## src/rtl/mips_bus_pkg.sv

```systemverilog
// Shared constants for the MIPS_System data-RAM arbiter.
// Port ids, lock FSM encodings and default bus widths.
package mips_bus_pkg;

  localparam int AW_DEF        = 11;
  localparam int DW_DEF        = 32;
  localparam int MAX_BURST_DEF = 8;

  localparam logic PORT0 = 1'b0;
  localparam logic PORT1 = 1'b1;

  typedef enum logic [1:0] {
    ARB   = 2'd0,
    LOCK0 = 2'd1,
    LOCK1 = 2'd2
  } arb_state_e;

endpackage

```

## src/rtl/arb_rr2.sv

```systemverilog
// Two-way round-robin pick; on a tie the port that
// did not win last time is chosen.
module arb_rr2 (
  input  logic [1:0] req,
  input  logic       last,
  output logic [1:0] gnt
);

  always_comb begin
    gnt = 2'b00;
    case (req)
      2'b01:   gnt = 2'b01;
      2'b10:   gnt = 2'b10;
      2'b11:   gnt = last ? 2'b01 : 2'b10;
      default: gnt = 2'b00;
    endcase
  end

endmodule

```

## src/rtl/mips_mem_arbiter.sv

```systemverilog
// Single-port data RAM arbiter: CPU port 0, loader port 1.
// Round-robin with bounded burst lock and a 1-cycle read return.
module mips_mem_arbiter
  import mips_bus_pkg::*;
#(
  parameter int AW        = AW_DEF,
  parameter int DW        = DW_DEF,
  parameter int MAX_BURST = MAX_BURST_DEF
) (
  input  logic            clk,
  input  logic            reset,

  input  logic            m0_req,
  input  logic            m0_lock,
  input  logic            m0_we,
  input  logic [DW/8-1:0] m0_be,
  input  logic [AW-1:0]   m0_addr,
  input  logic [DW-1:0]   m0_wdata,
  output logic            m0_gnt,
  output logic            m0_rvalid,
  output logic [DW-1:0]   m0_rdata,

  input  logic            m1_req,
  input  logic            m1_lock,
  input  logic            m1_we,
  input  logic [DW/8-1:0] m1_be,
  input  logic [AW-1:0]   m1_addr,
  input  logic [DW-1:0]   m1_wdata,
  output logic            m1_gnt,
  output logic            m1_rvalid,
  output logic [DW-1:0]   m1_rdata,

  output logic            mem_en,
  output logic [DW/8-1:0] mem_we,
  output logic [AW-1:0]   mem_addr,
  output logic [DW-1:0]   mem_wdata,
  input  logic [DW-1:0]   mem_rdata
);

  localparam int BW = DW / 8;
  localparam int CW = $clog2(MAX_BURST + 1);
  localparam logic [CW-1:0] BMAX = CW'(MAX_BURST);

  arb_state_e    r_state;
  logic          r_last;
  logic [CW-1:0] r_bcnt;
  logic          r_rpend;
  logic          r_rsel;

  logic [1:0]    w_req;
  logic [1:0]    w_rr_gnt;
  logic [1:0]    w_gnt;
  logic          w_acc;
  logic          w_gp;
  logic          w_cont;
  logic          w_rd_acc;
  logic          w_sel_we;
  logic          w_sel_lock;
  logic [BW-1:0] w_sel_be;
  logic [AW-1:0] w_sel_addr;
  logic [DW-1:0] w_sel_wdata;

  assign w_req = {m1_req, m0_req};

  arb_rr2 u_rr (
    .req  (w_req),
    .last (r_last),
    .gnt  (w_rr_gnt)
  );

  // Owner keeps the RAM until its burst budget runs out
  // while the other port is waiting.
  always_comb begin
    w_gnt = 2'b00;
    case (r_state)
      LOCK0: begin
        if (!m0_req)
          w_gnt = w_rr_gnt;
        else if (m1_req && r_bcnt == BMAX)
          w_gnt = 2'b10;
        else
          w_gnt = 2'b01;
      end
      LOCK1: begin
        if (!m1_req)
          w_gnt = w_rr_gnt;
        else if (m0_req && r_bcnt == BMAX)
          w_gnt = 2'b01;
        else
          w_gnt = 2'b10;
      end
      default: w_gnt = w_rr_gnt;
    endcase
    if (reset)
      w_gnt = 2'b00;
  end

  assign w_acc  = |w_gnt;
  assign w_gp   = w_gnt[1];
  assign w_cont = (r_state == LOCK0 && w_gnt[0]) ||
                  (r_state == LOCK1 && w_gnt[1]);

  assign w_sel_we    = w_gp ? m1_we    : m0_we;
  assign w_sel_lock  = w_gp ? m1_lock  : m0_lock;
  assign w_sel_be    = w_gp ? m1_be    : m0_be;
  assign w_sel_addr  = w_gp ? m1_addr  : m0_addr;
  assign w_sel_wdata = w_gp ? m1_wdata : m0_wdata;

  assign w_rd_acc = w_acc && !w_sel_we;

  always_ff @(posedge clk) begin
    if (reset) begin
      r_state <= ARB;
      r_last  <= PORT1;
      r_bcnt  <= '0;
      r_rpend <= 1'b0;
      r_rsel  <= PORT0;
    end else begin
      r_rpend <= w_rd_acc;
      if (w_rd_acc)
        r_rsel <= w_gp;
      if (w_acc) begin
        r_last <= w_gp;
        if (w_cont) begin
          if (r_bcnt != BMAX)
            r_bcnt <= r_bcnt + CW'(1);
          if (!w_sel_lock) begin
            r_state <= ARB;
            r_bcnt  <= '0;
          end
        end else if (w_sel_lock) begin
          r_state <= w_gp ? LOCK1 : LOCK0;
          r_bcnt  <= CW'(1);
        end else begin
          r_state <= ARB;
          r_bcnt  <= '0;
        end
      end else begin
        r_state <= ARB;
        r_bcnt  <= '0;
      end
    end
  end

  assign m0_gnt = w_gnt[0];
  assign m1_gnt = w_gnt[1];

  assign mem_en    = w_acc;
  assign mem_we    = (w_acc && w_sel_we) ? w_sel_be : '0;
  assign mem_addr  = w_acc ? w_sel_addr  : '0;
  assign mem_wdata = w_acc ? w_sel_wdata : '0;

  assign m0_rvalid = r_rpend && (r_rsel == PORT0) && !reset;
  assign m1_rvalid = r_rpend && (r_rsel == PORT1) && !reset;
  assign m0_rdata  = m0_rvalid ? mem_rdata : '0;
  assign m1_rdata  = m1_rvalid ? mem_rdata : '0;

endmodule

```

## config.mk

```make
export PLATFORM = sky130hd
export DESIGN_NAME = mips_mem_arbiter
export DESIGN_NICKNAME = d
export VERILOG_FILES = /design/src/rtl/mips_bus_pkg.sv /design/src/rtl/arb_rr2.sv /design/src/rtl/mips_mem_arbiter.sv
export SDC_FILE = /design/constraint.sdc
export NUM_CORES = 1
export LEC_CHECK = 0
export CAP_MARGIN = 30
export CORE_AREA = 2 2 97 99
export CTS_CLUSTER_SIZE = 14
export DETAILED_ROUTE_END_ITERATION = 8
export DIE_AREA = 0 0 99 101
export PLACE_DENSITY = 0.71
export SETUP_SLACK_MARGIN = 0.15
export SYNTH_ARGS = -nofsm -noshare
export SYNTH_HDL_FRONTEND = slang
export SYNTH_SLANG_ARGS = --single-unit
```

## constraint.sdc

```tcl
create_clock -name clk -period 7.58 [get_ports clk]
set_clock_uncertainty 0.1 [all_clocks]
set_input_delay 1.895 -clock clk [delete_from_list [all_inputs] [get_ports clk]]
set_output_delay 1.895 -clock clk [all_outputs]
set_load 0.1 [all_outputs]
```

==> key figures <==
Status
  – Status: complete, no violations

Pwr
  – Static leakage power: 2.01 nW
  – Worst voltage drop across the vdd grid: 103 uV
  – Power density cells: 166 nW/um^2

Placement
  – Final estimated routing congestion in global placement: 0.781
  – Number of buffer cells added on primary ports: 249
  – Half-perimeter wire length of the detailed placement result: 7670 microns
  – Placed cell areas: 4380 sq um

Logic synthesis
  – Number of enable-type register cells in the synthesized netlist: 0
  – Netlist Area Pre-Place: 1690 sq um
  – Most used flip-flop cell after synthesis: sky130_fd_sc_hd__dfxtp_1
  – Total of warnings raised by yosys: 0
  – Post-Syn Area per Cell: 5.70 sq um
  – Number of instances in the synthesized netlist: 296
  – Number of nets in the synthesized netlist: 434
  – Number of synthesized register bits: 9
  – Count of different cell masters after synthesis: 43
  – Post-synthesis async set-or-reset flop share: 0%
  – Sequential element share of the synthesized area: 10.7%

Clock tree
  – Clock Tree Root: sky130_fd_sc_hd__clkbuf_8
  – Post-CTS sizing: 0
  – Number of sinks handled by clock tree synthesis: 9
  – Clk pin slew, worst setup/hold paths: 50 ps
  – Post-CTS Repair Setup Buffers: 0
  – H-tree levels: 1
  – Maximum count of clock buffers along a single path: 2
  – Clock Latency Late Sink: 240 ps
  – Count of hold-fix buffers inserted at cts: 0
  – Clock tree from TritonCTS: done
  – Number of buffers added by the clock tree synthesis step: 3

Layout
  – Number of nets at the end of the flow: 670
  – N_diodes: 0
  – Synth-to-Final Area Change: 162%
  – Fraction of final layout cells with drive strength greater than 1: 21.8%
  – Area of all placed cells without fillers: 4420 sq um
  – Layout Utilization: 49.2%

STA
  – Setup repair after global routing missed its margin: false
  – Fin crit share: 84.7%
  – Count of final setup violators: 0
  – Measured slew at the worst slew-check pin: 966 ps
  – Worst Hold Margin: 399 ps
  – Worst slew margin relative to its limit: 35.4%
  – Max-slew violation count: 0
  – Hold Fails Final Rpt: 0
  – Maximum clock frequency: 0.156 GHz
  – Setup tns final: 0 ps
  – Fin crit period: 6420 ps

Global route
  – Vias in the first global route: 2716
  – Number of antenna violations at the first check in global routing: 0
  – Pin count of the biggest net entering global routing: 54
  – Overflow after GRT: 0
  – GRT Total Usage: 16.3%
  – Global-route wire length before repair: 13200 microns

Detailed routing
  – First DRT Iteration DRCs: 86
  – Residual DRC: 0
  – Wire length after detailed routing: 9020 microns
  – First drt pass iteration count: 4
  – Vias per cell: 4.45
  – Routed wire length per instance: 14.0 microns
  – Via total after detailed routing: 2859
  – Number of antenna-violating nets in the routed design: 0

Floorplan
  – Die span in x: 99 microns
  – Row count: 35
  – Core ar.: 8980 sq um
  – Count of boundary I/O pins: 250
  – Vertical die dimension: 101 microns
  – Overall die area: 10000 sq um
  – Initial standard-cell utilization of the core: 18.8%

Setup path
  – Maximum fanout along the worst path: 52
  – Worst setup path class: input port to output port
  – Data arrival time of the worst path: 4430 ps
  – Required arrival time at the worst endpoint: 5590 ps
  – Kind of launch point of the worst setup path: input port
  – Type of element capturing the critical path: output port

Job
  – Max cap viols: 0

Min path
  – Class of the most critical hold timing path: flop to flop
==> kinds of logic (layout without fill, tap and decap cells) <==
group	count (synthesis)	in the layout	share of synthesized area [%]
multiplexers	2	2	1.26
AND/OR/NAND/NOR	178	178	51.7
buffers and inverters	32	267	7.71
AO/OA/AOI/OAI	68	68	24.1
adder cells (fa/ha/maj)	4	4	2.97
flip-flops	9	9	10.7
XOR/XNOR	3	3	1.56
==> through the flow <==
step / power, mW / setup WS (ps) / instances
after floorplan: 0.455 / 632 / 296
after global placement: 0.675 / 1290 / 638
after detailed placement: 0.679 / 1200 / 638
after CTS: 0.737 / 1200 / 642
after global routing: 0.763 / 1040 / 642
final: 0.732 / 1160 / 642
==> cells in the mapped netlist (3+ instances only) <==
library cell / number / share of area, %
sky130_fd_sc_hd__a21oi_1: 3 / 0.89
sky130_fd_sc_hd__and2_1: 64 / 24
sky130_fd_sc_hd__buf_2: 4 / 1.2
sky130_fd_sc_hd__clkbuf_1: 15 / 3.3
sky130_fd_sc_hd__dfxtp_1: 9 / 11
sky130_fd_sc_hd__ha_1: 4 / 3.0
sky130_fd_sc_hd__inv_1: 10 / 2.2
sky130_fd_sc_hd__nand2_1: 95 / 21
sky130_fd_sc_hd__nand3_1: 6 / 1.8
sky130_fd_sc_hd__nor3_1: 3 / 0.89
sky130_fd_sc_hd__o21ai_0: 48 / 14
==> placed cells by master (no fill, tap or decap), types with 2 or more instances in the layout <==
cell type                         instances
sky130_fd_sc_hd__nand2_1                 95
sky130_fd_sc_hd__o21ai_0                 48
sky130_fd_sc_hd__xor2_1                   2
sky130_fd_sc_hd__ha_1                     4
sky130_fd_sc_hd__a21oi_1                  3
sky130_fd_sc_hd__o211a_1                  2
sky130_fd_sc_hd__nand3_1                  6
sky130_fd_sc_hd__dfxtp_1                  9
sky130_fd_sc_hd__buf_12                  30
sky130_fd_sc_hd__buf_4                   76
sky130_fd_sc_hd__nor3_1                   3
sky130_fd_sc_hd__and3_1                   2
sky130_fd_sc_hd__inv_1                   10
sky130_fd_sc_hd__clkdlybuf4s50_1        146
sky130_fd_sc_hd__clkbuf_8                 3
sky130_fd_sc_hd__and2_1                  64
==> worst paths after layout <==
path,from,to,slack (ps),depth (start not counted)
max,m1_req,mem_we[3],1160,8
min,r_last,r_last,400,2
max reg2reg,r_bcnt[0],r_state[0],4890,8
min reg2reg,r_last,r_last,400,2
==> state kept, by name, summed over array words and instances, names as in the netlist <==
name	flops
r_rsel	1
r_last	1
r_rpend	1
r_bcnt	4
r_state	2
==> layout make-up <==
type / count / area (sq um)
Sequential cell: 9 / 180
Timing Repair Buffer: 252 / 2630
Tap cell: 111 / 139
Clock buffer: 4 / 45.0
Multi-Input combinational cell: 255 / 1380
Inverter: 11 / 41.3
Fill cell: 864 / 4560
==> report_power, final <==
group / total [mW] / leakage [nW] / internal (mW) / switching (mW)
combinational: 0.622 / 1.91 / 0.197 / 0.425
clock: 0.0566 / 0.0228 / 0.0367 / 0.0199
sequential: 0.0541 / 0.0735 / 0.0513 / 0.00277
==> worst max-delay path, cell delays in order <==
cell,delay [ps]
sky130_fd_sc_hd__clkdlybuf4s50_1,610
sky130_fd_sc_hd__a21bo_2,260
sky130_fd_sc_hd__a21oi_1,280
sky130_fd_sc_hd__o21ai_4,100
sky130_fd_sc_hd__inv_2,630
sky130_fd_sc_hd__nand3_1,140
sky130_fd_sc_hd__o21ai_0,140
sky130_fd_sc_hd__buf_4,330
==> metal layers <==
metal	share of wire, %	global-route usage [%]	vias up
met5	0	0	-
met4	0.53	3.06	0
met3	11	5.13	6
met2	53	31.0	162
met1	35	17.7	1256
li1	-	-	1435
Note: power is estimated with default switching activity, not from simulation.
